--- src/rtl/arb_pkg.sv ---
// rtl/arb_pkg.sv - shared constants and state type for the round-robin grant arbiter
package arb_pkg;

  localparam int ARB_N        = 8;
  localparam int ARB_IDW      = 3;
  localparam int ARB_MAX_HOLD = 16;
  localparam int ARB_HCW      = $clog2(ARB_MAX_HOLD);

  typedef enum logic {
    IDLE  = 1'b0,
    GRANT = 1'b1
  } arb_state_e;

endpackage

--- src/rtl/rr_pick.sv ---
// rtl/rr_pick.sv - rotating-priority picker: first unmasked request at or above ptr, wrapping
module rr_pick
  import arb_pkg::*;
#(
  parameter int N   = ARB_N,
  parameter int IDW = ARB_IDW
) (
  input  logic [N-1:0]   req,
  input  logic [IDW-1:0] ptr,
  input  logic [N-1:0]   mask,
  output logic           any,
  output logic [IDW-1:0] win_id
);

  logic [N-1:0]   w_req;
  logic [2*N-1:0] w_dbl;
  logic [N-1:0]   w_rot;
  logic [IDW-1:0] w_idx;

  assign w_req = req & ~mask;
  // Bit k of the rotated vector is requester (ptr + k) mod N.
  assign w_dbl = {w_req, w_req} >> ptr;
  assign w_rot = w_dbl[N-1:0];

  always_comb begin
    w_idx = '0;
    for (int i = N - 1; i >= 0; i--) begin
      if (w_rot[i]) w_idx = IDW'(i);
    end
  end

  assign any    = |w_req;
  // IDW-bit addition wraps modulo N because N is a power of two.
  assign win_id = w_idx + ptr;

endmodule

--- src/rtl/rr_grant_arbiter.sv ---
// rtl/rr_grant_arbiter.sv - round-robin arbiter holding one grant until done, request drop,
// hold timeout or disable, with back-to-back hand-over to the next winner
module rr_grant_arbiter
  import arb_pkg::*;
#(
  parameter int N        = ARB_N,
  parameter int IDW      = ARB_IDW,
  parameter int MAX_HOLD = ARB_MAX_HOLD
) (
  input  logic           clk,
  input  logic           rst_n,
  input  logic           en,
  input  logic [N-1:0]   req,
  input  logic           done,
  output logic [N-1:0]   gnt,
  output logic [IDW-1:0] gnt_id,
  output logic           gnt_valid
);

  localparam int             HCW       = $clog2(MAX_HOLD);
  localparam logic [HCW-1:0] HOLD_LAST = HCW'(MAX_HOLD - 1);

  arb_state_e     r_state;
  logic [IDW-1:0] r_ptr;
  logic [IDW-1:0] r_gnt_id;
  logic [HCW-1:0] r_hold_cnt;
  logic [N-1:0]   r_gnt;
  logic           r_gnt_valid;

  logic [IDW-1:0] w_pick_ptr;
  logic [IDW-1:0] w_win_id;
  logic           w_any;
  logic           w_release;

  // While granting, the picker already searches from the post-release pointer
  // with the owner masked, so a hand-over needs no idle cycle.
  assign w_pick_ptr = (r_state == GRANT) ? r_gnt_id + IDW'(1) : r_ptr;
  assign w_release  = done || !req[r_gnt_id] || (r_hold_cnt == HOLD_LAST);

  rr_pick #(
    .N   (N),
    .IDW (IDW)
  ) u_pick (
    .req    (req),
    .ptr    (w_pick_ptr),
    .mask   (r_gnt),
    .any    (w_any),
    .win_id (w_win_id)
  );

  always_ff @(posedge clk or negedge rst_n) begin
    if (!rst_n) begin
      r_state     <= IDLE;
      r_ptr       <= '0;
      r_hold_cnt  <= '0;
      r_gnt       <= '0;
      r_gnt_id    <= '0;
      r_gnt_valid <= 1'b0;
    end else begin
      case (r_state)
        IDLE: begin
          if (en && w_any) begin
            r_state     <= GRANT;
            r_gnt       <= N'(1) << w_win_id;
            r_gnt_id    <= w_win_id;
            r_gnt_valid <= 1'b1;
            r_hold_cnt  <= '0;
          end
        end
        GRANT: begin
          if (!en) begin
            r_state     <= IDLE;
            r_gnt       <= '0;
            r_gnt_id    <= '0;
            r_gnt_valid <= 1'b0;
            r_hold_cnt  <= '0;
          end else if (w_release) begin
            r_ptr      <= w_pick_ptr;
            r_hold_cnt <= '0;
            if (w_any) begin
              r_gnt    <= N'(1) << w_win_id;
              r_gnt_id <= w_win_id;
            end else begin
              r_state     <= IDLE;
              r_gnt       <= '0;
              r_gnt_id    <= '0;
              r_gnt_valid <= 1'b0;
            end
          end else begin
            r_hold_cnt <= r_hold_cnt + HCW'(1);
          end
        end
        default: r_state <= IDLE;
      endcase
    end
  end

  assign gnt       = r_gnt;
  assign gnt_id    = r_gnt_id;
  assign gnt_valid = r_gnt_valid;

endmodule

--- config.mk ---
export PLATFORM = sky130hd
export DESIGN_NAME = rr_grant_arbiter
export DESIGN_NICKNAME = d
export VERILOG_FILES = /design/src/rtl/arb_pkg.sv /design/src/rtl/rr_pick.sv /design/src/rtl/rr_grant_arbiter.sv
export SDC_FILE = /design/constraint.sdc
export NUM_CORES = 1
export LEC_CHECK = 0
export CORE_UTILIZATION = 55
export DETAILED_ROUTE_END_ITERATION = 10
export GPL_TIMING_DRIVEN = 0
export HOLD_SLACK_MARGIN = 0.03
export PLACE_DENSITY = 0.87
export SKIP_LAST_GASP = 1
export SLEW_MARGIN = 10
export SYNTH_ARGS = -nofsm -noshare
export SYNTH_HDL_FRONTEND = slang
export SYNTH_SLANG_ARGS = --single-unit
--- constraint.sdc ---
create_clock -name clk -period 4.8 [get_ports clk]
set_clock_uncertainty 0.15 [all_clocks]
set_input_delay 0.96 -clock clk [delete_from_list [all_inputs] [get_ports clk]]
set_output_delay 0.96 -clock clk [all_outputs]
set_load 0.01 [all_outputs]
Word level (Yosys, flattened, before mapping). Cells that the tools add are included.

Bits in registers: 20. Input port bits: 12. Logic and storage cells: 62.

$add $sub $neg: 3. $lt $le $gt $ge: 1. Equal/unequal tests: 4. Shifts and indexed selects: 2. Muxes and demuxes: 35. Bitwise logic cells: 3. Reduce and logical (&&, ||, !) cells: 8.

Operators with widths (count): $mux 3 (13); $mux 8 (4); $pmux 8 s2 (1); $shr 16x3->8 (1); $mux 4 (3); $mux 1 (9); $and 8x8->8 (1); $not 8->8 (1); $pmux 4 s2 (1); $reduce_or 8->1 (1); $shl 1x3->8 const A (1); $pmux 3 s2 (1); $reduce_and 3->1 (2); $add 4x1->4 const B (1); $eq 4x4->1 const B (1); $lt 3x4->1 const B (1); $pmux 1 s2 (2); $add 3x1->3 const B (1); $add 3x3->3 (1); $bmux 1 s3 (1); $ne 3x2->1 const B (1); $ne 3x3->1 const B (1); $logic_or 1x1->1 (2); $ne 2x2->1 const B (1); other kinds (4) (4).

Longest topological paths before layout.
Depth in word-level cells: 17. Gate-level depth with buffers: 18. Gate-level depth less buffers: 16.

Hierarchy. Synthesis repeated with hierarchy kept, for this count alone.

Cell total of the unflattened synthesis: 163. Area, all modules: 1814.2 um2.

By module, submodules not included: rr_grant_arbiter (times used 1, cells each 98, area an instance 1124.8 um2, seq. area each 500.5 um2); rr_pick (times used 1, cells each 65, area an instance 689.4 um2, seq. area each 0.0 um2).

Worst setup path after synthesis. Ideal clock, no wire load.

Path kind: flip-flop to flip-flop. Start: register r_gnt_id[0], in the netlist gnt_id[0]. End: register r_gnt[4], in the netlist gnt[4]. Arrival: 3.500 ns. Slack: 1.016 ns. Stages on the path, launching flop included: 15. Period minus slack after synthesis: 3.784 ns. Cells stage by stage: dfrtp_1 ha_1 mux2_4 buf_6 mux2i_1 mux2_2 mux2i_1 o211a_1 clkbuf_1 nand2_1 fa_1 xor2_1 nor4b_1 o2111ai_1 o211ai_2.

Word-level cells in the longest chain between the ends: 17.

Ends and longest elaborated chain: start, declared (RTL line rr_grant_arbiter.sv:25) `logic [IDW-1:0] r_gnt_id;`; start signal, assigned (RTL line rr_grant_arbiter.sv:65) `r_gnt_id <= w_win_id;`; start signal, assigned (RTL line rr_grant_arbiter.sv:82) `r_gnt_id <= w_win_id;`; $add 3x1->3 (RTL line rr_grant_arbiter.sv:37) `assign w_pick_ptr = (r_state == GRANT) ? r_gnt_id + IDW'(1) : r_ptr;`; $mux 3 (RTL line rr_grant_arbiter.sv:37); $shr 16x3->8 (RTL line rr_pick.sv:22) `assign w_dbl = {w_req, w_req} >> ptr;`; $mux 3 (8 in series) (RTL line rr_pick.sv:28) `if (w_rot[i]) w_idx = IDW'(i);`; $add 3x3->3 (RTL line rr_pick.sv:34) `assign win_id = w_idx + ptr;`; $shl 1x3->8 (RTL line rr_grant_arbiter.sv:64, rr_grant_arbiter.sv:81); $mux 8 (RTL line rr_grant_arbiter.sv:80) `if (w_any) begin`; $mux 8 (RTL line rr_grant_arbiter.sv:77) `end else if (w_release) begin`; $mux 8 (RTL line rr_grant_arbiter.sv:71) `if (!en) begin`; $pmux 8 s2 (RTL line rr_grant_arbiter.sv:60) `case (r_state)`; end signal, assigned (RTL line rr_grant_arbiter.sv:64) `r_gnt <= N'(1) << w_win_id;`; end signal, assigned (RTL line rr_grant_arbiter.sv:81) `r_gnt <= N'(1) << w_win_id;`; end, declared (RTL line rr_grant_arbiter.sv:27) `logic [N-1:0] r_gnt;`.

Several ways; a longest one is shown, not always the timed one. The select of a mux whose other input is x is not followed. A chain may end at the register's enable or synchronous reset.

Final worst setup path.
Start: register r_gnt_id[0], in the netlist gnt_id[0]. End: register r_gnt[6], in the netlist gnt[6].

Same word-level chain as after synthesis.

==> impl_metrics.ini <==
[drt]
dr.pass1.iters = 4
drt_iter0_drc = 63
drtAntennaViolNets = 0
vias_per_cell = 6.12
vias = 1639
wl_per_cell_um = 16.9
remaining_drc_errors = 0
wl_um = 4520

[clock_tree]
cts_root_buf = clkbuf_4
post_cts_buffers = 0
cts_hold_buffers = 0
cts_buffer_depth = 2
clk_latency_ps = 310
cts_resized = 0
numCtsBuffers = 3
path_clk_slew_ps = 130
tritoncts = yes
clock_sinks = 20
htree_levels = 1

[flow_run]
cap_violations = 0

[sta]
min_period_ps = 4380
rsz0062_at_grt = false
final.setup.tns_ps = 0
maxSlewViolCount = 0
timing.fmax_mhz = 228
worst_slew_pin_slew_ps = 904
relSlewSlack_pct = 39.6
hold_viol_final = 0
final_min_period_over_clock_period_pct = 91.3
setup_viol = 0

[yosys]
postSynth.asyncResetShare_pct = 100
synth_ff_type = dfrtp_1
yosysTopAreaCellShare_pct = 27.3
yosysUniqueCellTypes = 51
synth_edf_count = 0
ys_warn_count = 0
synth_top_area_cell = dfrtp_1
synth_area_mm2 = 0.00183
syn_nets = 213
synth-seq-area-share_pct = 27.3
synth_area_leaders = dfrtp_1 (27%), mux2i_1 (8.7%), o211ai_2 (6.1%), nand2_1 (5.3%), o2111ai_1 (4.3%)
synthCells = 197
syn_avg_cell_area_um2 = 9.30
ys_ff_latch = 20

[power]
power.density_mw_per_mm2 = 811
ir_worst_vdd_uv = 640
p_leak_nw = 0.938
power.total_mw = 1.76

[cells_and_area]
fin_nets = 241
drive_above_1_share_pct = 16.1
area_growth_pct = 18.4
utilization_pct = 70.0
antenna_cells = 0
mostFrequentLayoutCells = nand2_1 (26), clkdlybuf4s50_1 (23), dfrtp_1 (20), mux2i_1 (16), o21ai_0 (10)
final_area_mm2 = 0.00217
layout_commonest_cell = nand2_1

[die]
initial_core_util_pct = 59.1
die_y_um = 59.7
die_area_mm2 = 0.00357
coreArea_mm2 = 0.00310
die_w_um = 59.7
fp-row-count = 20
ioPinCount = 24

[global_routing]
grt_max_degree = 21
antenna_found_initial = 0
grt_overflow = 0
grt_pass1_wl_um = 7540
grt_pass1_vias = 1580
grt_usage_pct = 28.4

[min_path]
worstHoldStart = r_hold_cnt[3]$_DFFE_PN0P_
whs_path_depth = 1
hold_class = reg2reg

[worst_setup_path]
crit_arrival_ps = 4420
crit_fanout = 10
critPathLaunch = gnt_id[0]$_DFFE_PN0P_
crit_path_start_kind = flip-flop
end_kind = flip-flop
crit_type = reg2reg
r2r_start = gnt_id[0]$_DFFE_PN0P_
crit_required_ps = 4840
worst_r2r_path_depth = 14

[placement]
port_buffers = 23
hpwl_um = 3460
post_dp_cell_area_mm2 = 0.00212
gp_congestion = 0.960

[outcome]
status = finished, final reports clean
## final cells by class
| class | instances | area (µm²) |
|---|---|---|
| inverters | 5 | 18.8 |
| clock buffers | 3 | 22.5 |
| clock inverters | 1 | 30.0 |
| flip-flops and latches | 20 | 500 |
| repair buffers | 23 | 230 |
| plain buffers | 14 | 100 |
| fillers | 269 | 932 |
| multi-input cells | 158 | 1210 |
| well taps | 44 | 55.1 |
## metal layers
layer	global-route usage [%]	part of all wire, %	up-vias	wire length (µm)
met1	37.3	46	798	2080
met2	49.5	50	35	2250
met3	4.33	3.3	4	150
met5	0	0	-	0
li1	-	-	802	-
met4	5.32	0.64	0	29
## final timing paths
path                            slack, ps                        end
worst max-delay path                  420         gnt[6]$_DFFE_PN0P_
worst min-delay path                  340  r_hold_cnt[3]$_DFFE_PN0P_
worst max register to register        420         gnt[6]$_DFFE_PN0P_
worst min register to register        340  r_hold_cnt[3]$_DFFE_PN0P_
max in group asynchronous            2950         gnt[5]$_DFFE_PN0P_
min in group asynchronous             990  r_hold_cnt[2]$_DFFE_PN0P_
## cell families (layout without fill, tap and decap cells)
kind of cell	after synthesis	after routing	synth area share [%]
AOI/OAI and AO/OA	52	52	23.2
xor gates and xnor gates	3	3	1.43
adders and majority gates	4	4	3.14
buffers and inverters	19	46	6.48
DFF	20	20	27.3
muxes	28	28	18.6
and+or+nand+nor	71	71	19.8
## flip-flops by register name (all words and copies together), names as in the netlist
register / cells
r_ptr: 3
gnt_id: 3
gnt: 8
gnt_valid: 1
r_state: 1
r_hold_cnt: 4
## synth_stat cells, types with 2 or more instances
cell type,n
nand2_1,26
dfrtp_1,20
mux2i_1,16
o21ai_0,10
nor2_1,9
o2111ai_1,9
o211ai_2,9
nand2b_1,8
buf_6,6
clkbuf_1,6
a211oi_1,5
a21oi_1,5
mux2_2,5
nor3_1,5
inv_1,4
nor2b_1,4
nor4_1,4
ha_1,3
nand3_1,3
o31ai_1,3
and4_1,2
mux2i_2,2
mux4_2,2
nor4b_1,2
o211a_1,2
xor2_1,2
## critical path: stages (launching register included)
cell,delay (ps)
dfrtp_1,500
ha_1,250
xor2_1,210
a21oi_4,300
mux4_1,580
nor2_1,190
a211oi_1,100
clkbuf_1,240
o21ai_1,150
nand2_1,90
fa_1,460
xor2_1,630
nor4_1,120
o2111ai_1,180
o211ai_2,120
## where the power goes
part | leakage, nW | internal (mW) | switching, mW
combinational | 0.649 | 0.555 | 0.813
sequential | 0.261 | 0.213 | 0.0389
clock | 0.0279 | 0.0844 | 0.0565
total | 0.938 | 0.853 | 0.908
## per-stage QoR
step | cells | hold slack (ps) | worst slack, ps
floorplan | 197 | 296 | 1020
global placement | 264 | 324 | 190
detailed placement | 264 | 329 | 130
CTS | 268 | 346 | 437
global route | 268 | 393 | 164
finish | 268 | 339 | 416
(Power assumes the default switching activity.)
==> variant, RTL diff (config.mk and constraints unchanged) <==
Reset style: synchronous (`rst_n`), changed in one clocked block.
--- a/src/rtl/rr_grant_arbiter.sv
+++ b/src/rtl/rr_grant_arbiter.sv
@@ -48,7 +48,7 @@
     .win_id (w_win_id)
   );
 
-  always_ff @(posedge clk or negedge rst_n) begin
+  always_ff @(posedge clk) begin
     if (!rst_n) begin
       r_state     <= IDLE;
       r_ptr       <= '0;
Formal check against the unedited RTL: differs if rst_n is asserted again (counterexample within 4 cycles, from zero or initial values and one cycle with rst_n low); with rst_n held inactive, the same outputs for 10 cycles.
==> variant against the unedited design <==
Sequential cell count unchanged. Global-route usage up 0.32 points. Via count shrank 8.2%. Routed wire length decreased by 8.3%. Utilization rose by 2.7 points. Hold slack better by 0.029 ns. Area after synthesis decreased by 15%. Setup slack improved by 0.080 ns. Fmax rose by 1.9%. Final area fell by 13%. Largest cell class unchanged. Highest routed layer unchanged.
Power is not compared: it rests on default switching activity, and its combinational part moved more than twofold at a synthesized area within 25%.
==> variant: results (changes against the unedited design) <==
run status finished, final reports clean; synth top area cells dfxtp_1 26%, mux2i_1 13%, nand3_1 5.4%, mux2i_2 4.4%, nand2_1 4.3%; pre-CTS setup slack 0.348 ns (+0.218 ns); clock buffer depth 2 (unchanged); routed length per placed instance 17.4 microns (+3.3%); Synth Area in XOR/XNOR 0.0337 (+0.0193); Num CTS Buffers 3 (unchanged); I/O Buffers 23 (unchanged); Clock transition at path regs 0.13 ns (about the same); Hold Path Class register to register; synth unique cells 46 (-9.8%); setup bufs post-CTS 0 (unchanged); gpl congestion 0.873 (-9.0%); Final Net Count 225 (-6.6%); combinational power 0.282 mW; initial antenna violation count 0 (unchanged); CP max FO 5 (-5); Pint 0.394 mW; Largest delay share family, worst path simple AND/OR/NAND/NOR gates; Pleak 0.790 nW; largest net degree at the start of global routing 13 (-38%); DP Wirelength 3130 microns (-9.6%); Largest register FFs 8 (unchanged); Avg Cell Area, Syn 8.63 sq um (-7.3%); gr usage total 0.287 (+0.00323); slowest cell on the critical path clkdlybuf4s50_1; Post-Route WL 4140 microns (-8.3%); post-cts resize count 0 (unchanged); maximum vdd drop 0.000248 V; proportion of layout cells with a drive suffix above 1 0.135 (-0.0261); H-tree depth 1 (unchanged); syn_nets 197 (-7.5%); clk root buf clkbuf_4; area fraction in compound gates after synthesis 0.0978 (-0.134); vias post-DR 1504 (-8.2%); Worst-Skew Late Latency 0.32 ns; mux contribution to synthesized area 0.248 (+0.0620); sequential share of the synthesized area 0.256 (-0.0166); Async SR Flop Fraction 0 (-1.00); CP peak stage delay 0.51 ns (-0.12 ns); slew margin rel. 0.646 (+0.250); Arr. time, crit path 4.42 ns (about the same); synthesized-area fraction occupied by adder cells 0.0369 (+0.00546); Clock Power 0.146 mW; most used flip-flop cell after synthesis dfxtp_1; global-route wire length before repair 7070 microns (-6.3%); drt first-iter violations 59 (-6.3%); DR pass1 iterations 4 (unchanged); Antenna Cells 0 (unchanged); Ys Warns 0 (unchanged); synth cell count leaders 21 x mux2i_1, 20 x dfxtp_1, 18 x nand2_1
==> variant: changes by cell type in the layout (fill, tap and decap cells not counted), sizes merged, moves of 5 or more <==
| cell | change |
|---|---|
| dfrtp | -20 |
| dfxtp | +20 |
| nand3 | +16 |
| o211ai | -10 |
| nand2 | -9 |
| o2111ai | -9 |
| mux2i | +8 |
| nand2b | -7 |
| clkbuf | -5 |
==> variant: final timing paths <==
kind                   from        to  slack [ns]  cells after the start
hold reg to reg    r_ptr[1]  r_ptr[1]        0.37                      2
hold / removal     r_ptr[1]  r_ptr[1]        0.37                      2
setup reg to reg  gnt_id[0]    gnt[1]        0.62                     17
setup / recovery     req[6]    gnt[1]        0.50                     16
==> variant: tightest hold or removal path: stages (launching register included) <==
cell and delay (ns):
dfxtp_1 0.34, nor2_1 0.10, a211oi_1 0.05
==> variant: cell families after synthesis <==
| logic type | Yosys count |
|---|---|
| buffers and inverters | 16 |
| xor gates and xnor gates | 6 |
| and+or+nand+nor | 78 |
| muxes | 32 |
| adders and majority gates | 4 |
| AOI/OAI and AO/OA | 25 |
| DFF | 20 |
==> variant: final cells by class <==
class                           instances  area (sq um)
Timing Repair Buffer                   23           230
Sequential cell                        20           400
Inverter                                7          26.3
Clock buffer                            3          22.5
Tap cell                               30          37.5
Multi-Input combinational cell        145          1070
Clock inverter                          1          30.0
Fill cell                             205           708
Buffer                                  9          67.6
==> variant: metrics by stage <==
step	util	cell area (sq um)	power, mW
finish	0.727	1880	0.628
global route	0.727	1880	0.661
CTS	0.727	1880	0.624
detailed placement	0.706	1830	0.478
global placement	0.706	1830	0.462
floorplan	-	1560	0.396
==> variant: layer usage <==
metal  track usage  routed length, microns  vias up
met5             0                       0        -
met4         0.136                      97        0
met3        0.0351                     212       13
met2         0.494                    2050       57
met1         0.354                    1780      720
li1              -                       -      714
